**config.mk**
```make
export PLATFORM = sky130hd
export DESIGN_NAME = fetch_stage
export DESIGN_NICKNAME = d
export VERILOG_FILES = /design/src/rtl/fetch_stage.sv
export SDC_FILE = /design/constraint.sdc
export NUM_CORES = 1
export LEC_CHECK = 0
export BUFFER_PORTS_ARGS = -buffer_cell sky130_fd_sc_hd__buf_2
export CORE_MARGIN = 4
export CORE_UTILIZATION = 50
export CTS_BUF_LIST = sky130_fd_sc_hd__clkbuf_16
export DETAILED_ROUTE_END_ITERATION = 8
export PLACE_DENSITY = 0.73
export SETUP_SLACK_MARGIN = 0.5
export SLEW_MARGIN = 15
export SYNTH_ARGS = -nofsm -noshare
export SYNTH_HDL_FRONTEND = slang
export SYNTH_SLANG_ARGS = --single-unit
export TNS_END_PERCENT = 100
```
**constraint.sdc**
```tcl
create_clock -name CLK -period 2.9 [get_ports CLK]
set_clock_uncertainty 0.2 [all_clocks]
set_input_delay 0.58 -clock CLK [delete_from_list [all_inputs] [get_ports CLK]]
set_output_delay 0.58 -clock CLK [all_outputs]
set_load 0.03 [all_outputs]
```
**src/rtl/fetch_stage.sv**
```systemverilog
// rtl/fetch_stage.sv - instruction fetch stage with single-outstanding memory request
//
// Ports:
//   CLK                clock, all state updates on rising edge
//   RST_N              synchronous active-low reset
//   STALL_FETCH_STAGE  hold decode-facing outputs
//   CLEAR_FETCH_STAGE  replace decode-facing outputs with a bubble
//   BRANCH_TAKEN       redirect fetch PC to BRANCH_TARGET (word aligned)
//   BRANCH_TARGET      redirect address
//   IMEM_REQ_VALID     request valid toward instruction memory
//   IMEM_REQ_READY     memory accepts the request
//   IMEM_ADDR          request address
//   IMEM_RESP_VALID    response data valid
//   IMEM_RESP_DATA     fetched instruction word
//   INSTRUCTION        registered instruction to decode
//   PC_OUT             registered PC of INSTRUCTION
//   INSTRUCTION_VALID  INSTRUCTION is a fetched word rather than a bubble
module fetch_stage #(
    parameter logic [31:0] RESET_PC        = 32'h00000000,
    parameter logic [31:0] NOP_INSTRUCTION = 32'h00000013,
    parameter logic        HIGH            = 1'b1,
    parameter logic        LOW             = 1'b0
) (
    input  logic        CLK,
    input  logic        RST_N,
    input  logic        STALL_FETCH_STAGE,
    input  logic        CLEAR_FETCH_STAGE,
    input  logic        BRANCH_TAKEN,
    input  logic [31:0] BRANCH_TARGET,
    output logic        IMEM_REQ_VALID,
    input  logic        IMEM_REQ_READY,
    output logic [31:0] IMEM_ADDR,
    input  logic        IMEM_RESP_VALID,
    input  logic [31:0] IMEM_RESP_DATA,
    output logic [31:0] INSTRUCTION,
    output logic [31:0] PC_OUT,
    output logic        INSTRUCTION_VALID
);

    typedef enum logic [1:0] {
        IDLE = 2'd0,
        REQ  = 2'd1,
        WAIT = 2'd2,
        HOLD = 2'd3
    } state_t;

    state_t      state, state_d;
    logic [31:0] fetch_pc, fetch_pc_d;
    logic [31:0] req_pc, req_pc_d;
    logic        drop, drop_d;
    logic [31:0] hold_data, hold_data_d;
    logic [31:0] hold_pc, hold_pc_d;

    logic        deliver;
    logic [31:0] deliver_data;
    logic [31:0] deliver_pc;
    logic [31:0] branch_pc;

    assign branch_pc      = {BRANCH_TARGET[31:2], 2'b00};
    assign IMEM_REQ_VALID = (state == REQ) ? HIGH : LOW;
    assign IMEM_ADDR      = fetch_pc;

    always_ff @(posedge CLK) begin
        if (!RST_N) begin
            state     <= IDLE;
            fetch_pc  <= RESET_PC;
            req_pc    <= 32'h0;
            drop      <= LOW;
            hold_data <= 32'h0;
            hold_pc   <= 32'h0;
        end else begin
            state     <= state_d;
            fetch_pc  <= fetch_pc_d;
            req_pc    <= req_pc_d;
            drop      <= drop_d;
            hold_data <= hold_data_d;
            hold_pc   <= hold_pc_d;
        end
    end

    always_comb begin
        state_d      = state;
        fetch_pc_d   = fetch_pc;
        req_pc_d     = req_pc;
        drop_d       = drop;
        hold_data_d  = hold_data;
        hold_pc_d    = hold_pc;
        deliver      = LOW;
        deliver_data = hold_data;
        deliver_pc   = hold_pc;

        case (state)
            IDLE: begin
                state_d = REQ;
                if (BRANCH_TAKEN) fetch_pc_d = branch_pc;
            end
            REQ: begin
                if (IMEM_REQ_READY) begin
                    req_pc_d = fetch_pc;
                    state_d  = WAIT;
                    // The accepted request is for the old path; its response must be thrown away.
                    if (BRANCH_TAKEN) drop_d = HIGH;
                end
                if (BRANCH_TAKEN) fetch_pc_d = branch_pc;
            end
            WAIT: begin
                if (IMEM_RESP_VALID) begin
                    if (BRANCH_TAKEN || drop) begin
                        drop_d  = LOW;
                        state_d = REQ;
                        if (BRANCH_TAKEN) fetch_pc_d = branch_pc;
                    end else if (STALL_FETCH_STAGE) begin
                        hold_data_d = IMEM_RESP_DATA;
                        hold_pc_d   = req_pc;
                        state_d     = HOLD;
                    end else begin
                        deliver      = HIGH;
                        deliver_data = IMEM_RESP_DATA;
                        deliver_pc   = req_pc;
                        fetch_pc_d   = req_pc + 32'd4;
                        state_d      = REQ;
                    end
                end else if (BRANCH_TAKEN) begin
                    drop_d     = HIGH;
                    fetch_pc_d = branch_pc;
                end
            end
            HOLD: begin
                if (BRANCH_TAKEN) begin
                    hold_data_d = 32'h0;
                    hold_pc_d   = 32'h0;
                    fetch_pc_d  = branch_pc;
                    state_d     = REQ;
                end else if (!STALL_FETCH_STAGE) begin
                    deliver    = HIGH;
                    fetch_pc_d = hold_pc + 32'd4;
                    state_d    = REQ;
                end
            end
            default: state_d = IDLE;
        endcase
    end

    // Clear wins over stall and over a same-cycle delivery; a stall freezes the
    // decode side while the memory side keeps running.
    always_ff @(posedge CLK) begin
        if (!RST_N) begin
            INSTRUCTION       <= NOP_INSTRUCTION;
            PC_OUT            <= 32'h0;
            INSTRUCTION_VALID <= LOW;
        end else if (CLEAR_FETCH_STAGE) begin
            INSTRUCTION       <= NOP_INSTRUCTION;
            PC_OUT            <= 32'h0;
            INSTRUCTION_VALID <= LOW;
        end else if (!STALL_FETCH_STAGE) begin
            if (deliver) begin
                INSTRUCTION       <= deliver_data;
                PC_OUT            <= deliver_pc;
                INSTRUCTION_VALID <= HIGH;
            end else begin
                INSTRUCTION       <= NOP_INSTRUCTION;
                INSTRUCTION_VALID <= LOW;
            end
        end
    end

endmodule

```
* After elaboration in Yosys (flattened, before gate mapping)
Index checks and enable logic that the tools add are counted.
** Operators by class
- Eq/ne operators :: 11
- Bitwise logic cells :: 2
- Add/sub/neg operators :: 2
- Multiplexer cells :: 42
- Reduce and logical (&&, ||, !) cells :: 12
** Operator list (count)
- $mux 32 :: 20
- $pmux 32 s2 :: 2
- $pmux 32 s3 :: 1
- $add 32x3->32 const B :: 2
- $mux 2 :: 6
- $mux 1 :: 10
- $ne 2x2->1 const B :: 5
- $pmux 2 s4 :: 1
- $ne 3x3->1 const B :: 2
- $reduce_and 2->1 :: 3
- $reduce_and 3->1 :: 2
- $reduce_and 5->1 :: 1
- $eq 2x2->1 const B :: 2
- $ne 4x4->1 const B :: 1
- $pmux 1 s2 :: 2
- $reduce_bool 2->1 :: 2
- $reduce_or 2->1 :: 2
- $eq 2x1->1 const B :: 1
- $logic_not 2->1 :: 1
- $not 1->1 :: 2
- $logic_or 1x1->1 :: 1
** Storage, ports and cells
- Bits in registers :: 196
- Output and inout port bits :: 98
- Logic and storage cells :: 78

* Depth between registers and ports, before layout
- Depth in word-level cells :: 5
- Gate-level depth with buffers :: 11

* Least setup slack after synthesis
OpenSTA, ideal clock, no wires.
- Kind :: reg2reg
- From :: register req_pc[2]
- To :: register fetch_pc[24] (netlist: IMEM_ADDR[24])
- Path buffers :: 1
- Stages on the path, launching flop included :: 9
- Setup slack :: 0.572 ns
- Data arrival time :: 2.005 ns
- Path through :: dfxtp_1 -> ha_1 -> inv_1 -> or4_4 -> buf_6 -> nor4_2 -> xor2_1 -> a221oi_1 -> nor2_1
** Between the ends
- Word-level cells in the longest chain between the ends :: 5
** Ends and longest elaborated chain
- from (decl) :: RTL line 49 : logic [31:0] req_pc, req_pc_d;
- from (signal assigned) :: RTL line 74 : req_pc <= req_pc_d;
- $add 32x3->32 :: RTL line 120 : fetch_pc_d = req_pc + 32'd4;
- $mux 32 :: RTL line 112 : end else if (STALL_FETCH_STAGE) begin
- $mux 32 :: RTL line 108 : if (BRANCH_TAKEN || drop) begin
- $mux 32 :: RTL line 107 : if (IMEM_RESP_VALID) begin
- $pmux 32 s3 :: RTL line 92 : case (state)
- to (signal assigned) :: RTL line 73 : fetch_pc <= fetch_pc_d;
- to (decl) :: RTL line 48 : logic [31:0] fetch_pc, fetch_pc_d;
No other way between the ends. The select of a mux whose other input is x is not followed.
A chain may end at the register's enable or synchronous reset.

* Final worst setup path
- From :: register hold_pc[3]
- To :: register fetch_pc[24] (netlist: IMEM_ADDR[24])
** Between the ends
- Word-level cells in the longest chain between the ends :: 4
** Ends and longest elaborated chain
- from (decl) :: RTL line 52 : logic [31:0] hold_pc, hold_pc_d;
- from (signal assigned) :: RTL line 77 : hold_pc <= hold_pc_d;
- $add 32x3->32 :: RTL line 136 : fetch_pc_d = hold_pc + 32'd4;
- $mux 32 :: RTL line 134 : end else if (!STALL_FETCH_STAGE) begin
- $mux 32 :: RTL line 129 : if (BRANCH_TAKEN) begin
- $pmux 32 s3 :: RTL line 92
No other way between the ends. The select of a mux whose other input is x is not followed.

==> impl_metrics.toml <==
[run_status]
outcome = "completed"

[power_and_ir_drop]
power.total_w = 0.00584
vdd_drop_max_mv = 0.442
power.density_nw_per_um2 = 523
p_leak_nw = 4.13

[placement]
gp_congestion = 0.883
place_area_sq_um = 10400
place_inst = 1524
dp_hpwl_mm = 19.3
io_buffers = 166

[timing]
fin_crit_sh = 0.798
rsz0062_at_grt = "yes"
max-slew-margin-rel = 0.497
period_needed_ns = 2.31
final-hold-violation-count = 0
setup_viol = 0
fin_setup_tns_ns = 0
drv_slew = 0
worst_slew_pin_slew_ns = 0.754
timing.fmax_mhz = 432

[routing]
routed_via_density = 6.02
drt_iter0_drc = 871
drt_pass1_iterations = 6
wl_per_cell_um = 18.9
drtAntennaViolNets = 0
drc_errors = 0
wl_mm = 29.6
vias = 9407

[cells_and_area]
fin_area_sq_um = 11200
nets = 1398
fin_cells = 1563
drive_above_1_share = 0.217
synthToLayoutAreaGrowth_pct = 21.1
diodes = 0

[worst_setup_path]
crit_slowest_cell = "dfxtp_1"
cp_max_fo = 8
crit_path_start_kind = "flop"
end_kind = "flop"
path_cells = "ha_1 > nand3_2 > nor3_1 > buf_4 > nand3_1 > xnor2_1 > a221oi_1 > nor2_1"
crit_family = "simple AND/OR/NAND/NOR gates"
critPathKind = "reg2reg"
critical_path_arrival_ns = 2.44
reg2reg_slack_ns = 0.59
cpPeakStageDelay_ns = 0.43
cp.required_ns = 3.03
path_buf_inv = 1

[logic_synthesis]
yosys_register_bits = 196
synth_top_family_by_area = "simple AND/OR/NAND/NOR gates"
ys_warn_count = 0
yosys.area_share.adder = 0.00814
syn_area_sq_um = 9220
async_flop_share = 0
synth_cells = 1187
netlist-cell-type-count = 56
avgSynthCellArea_sq_um = 7.77
synth-xor-area-share = 0.0522
synth_fp_nets = 1264
synth_compound_area_frac = 0.225
synth_edf_count = 0
synth_seq_area_share = 0.425
synth-simple-area-share = 0.235
synth.area.mux_share = 0.00326
synth_ff_type = "dfxtp_1"

[clock_tree]
clockBufferDepth = 2
tritoncts = "yes"
hold_buffers = 0
cts_buffers = 17
clock_latency_ns = 0.44
ctsHtreeMaxLevel = 4
clkSinkCount = 196
cts.clk_slew.worst_paths_ns = 0.08
root_buffer = "clkbuf_16"

[floorplanning]
die_y_um = 144
rows = 49
io_pins = 169
initial_utilization = 0.512
core_sq_um = 18000
design.die.area_sq_um = 20700
die_w_um = 144

[global_routing]
grt_pass1_vias = 8684
grt_max_degree = 66
grt_pass1_wl_mm = 45.5
antenna_found_initial = 0
grt.overflow.total = 0
track_usage = 0.275

[run]
max-cap-violations = 0

[hold_path]
hold_class = "in2reg"
[cells in the final DEF (no fill, tap or decap), types with 4 or more instances in the layout]
cell	Yosys	layout
a21oi_1	117	116
a221o_1	9	9
a221oi_1	14	14
a222oi_1	8	8
a22oi_1	69	69
a311oi_1	33	33
a31oi_1	8	8
and3_1	5	5
and4_1	5	5
buf_12	0	7
buf_2	14	166
buf_4	1	40
clkbuf_16	0	19
dfxtp_1	196	186
dfxtp_2	0	10
ha_1	6	5
inv_1	16	14
inv_6	0	5
inv_8	0	4
nand2_1	244	242
nand3_1	28	27
nand4_1	13	13
nor2_1	163	162
nor3_1	8	8
o211ai_1	4	4
o21ai_0	25	24
o221ai_1	7	7
or2_2	5	4
xnor2_1	39	39
xor2_1	16	16
[worst register-to-register path, stage by stage, from the launching register on]
cell      delay (ns)
dfxtp_1         0.43
ha_1            0.26
nand3_2         0.18
nor3_1          0.27
buf_4           0.20
nand3_1         0.10
xnor2_1         0.17
a221oi_1        0.31
nor2_1          0.09
[kinds of logic (layout without fill, tap and decap cells)]
| group | after synthesis | in the layout |
|---|---|---|
| AND/OR/NAND/NOR | 500 | 500 |
| AO/OA/AOI/OAI | 309 | 309 |
| flip-flops | 196 | 196 |
| buffers and inverters | 118 | 265 |
| XOR/XNOR | 55 | 55 |
| adder cells (fa/ha/maj) | 6 | 6 |
| multiplexers | 3 | 3 |
[report_power, final]
| group | leakage [nW] | switching (W) | internal [W] |
|---|---|---|---|
| sequential | 1.59 | 0.0000682 | 0.00274 |
| clock | 0.292 | 0.00116 | 0.00132 |
| combinational | 2.25 | 0.000363 | 0.000182 |
| total | 4.13 | 0.00160 | 0.00424 |
[final cells by class]
class | count | area [sq um]
inverter | 16 | 61.3
sequential | 196 | 3940
tap | 229 | 287
clock inverter | 15 | 188
multi-input combinational | 873 | 4920
fill | 1670 | 6860
timing repair buffer | 217 | 1340
clock buffer | 17 | 425
[through the flow]
stage	hold WS (ns)	setup WS (ns)	utilization
after floorplan	0.250	0.572	-
after global placement	0.243	0.419	0.575
after detailed placement	0.265	0.347	0.575
after CTS	0.174	0.452	0.610
after global routing	0.184	0.458	0.619
final	0.186	0.586	0.619
[registers in the layout (all words and copies together), names as in the netlist]
signal,count
state,2
INSTRUCTION_VALID,1
INSTRUCTION,32
IMEM_ADDR,32
hold_pc,32
drop,1
hold_data,32
req_pc,32
PC_OUT,32
[path summary, 6_finish.rpt]
check,start,end,cells after the start
hold reg to reg,IMEM_ADDR[4]$_SDFFE_PN0P_,req_pc[4]$_SDFFE_PN0P_,2
hold / removal,IMEM_RESP_VALID,drop$_SDFFE_PN0P_,2
setup reg to reg,hold_pc[3]$_SDFFE_PN0P_,IMEM_ADDR[24]$_SDFFE_PN0P_,8
setup / recovery,hold_pc[3]$_SDFFE_PN0P_,IMEM_ADDR[24]$_SDFFE_PN0P_,8
[synthesized netlist by cell type (all sizes together) (3+ instances only)]
cell type / instances / area [sq um]
nand2: 244 / 916
dfxtp: 196 / 3920
nor2: 163 / 612
a21oi: 117 / 586
clkbuf: 78 / 294
a22oi: 69 / 518
xnor2: 39 / 342
a311oi: 33 / 289
nand3: 29 / 150
o21ai: 25 / 125
buf: 24 / 119
inv: 16 / 60.1
nand4: 16 / 128
xor2: 16 / 140
a221oi: 14 / 123
nor3: 11 / 70.1
a221o: 9 / 90.1
a222oi: 8 / 80.1
a31oi: 8 / 50.1
nor4: 7 / 71.3
o221ai: 7 / 61.3
ha: 6 / 75.1
nor2b: 6 / 37.5
and3: 5 / 31.3
and4: 5 / 43.8
or2: 5 / 31.3
o211ai: 4 / 30.0
a32oi: 3 / 26.3
mux2i: 3 / 30.0
[metal layers]
metal,wire [um],share of wire,up-vias,GRT usage
met1,12300,0.42,4502,0.357
met4,969,0.033,0,0.118
met2,14200,0.48,395,0.444
li1,-,-,4439,-
met3,2000,0.068,71,0.0566
met5,0,0,-,0
[repair_timing]
item	CTS	global route
resized for setup	6	21
endpoints found under the hold margin	0	0
cloned	0	2
setup endpoints to repair	45	83
setup buffers	0	5
pin swaps	0	5
Power figures use the tool's default switching activity.
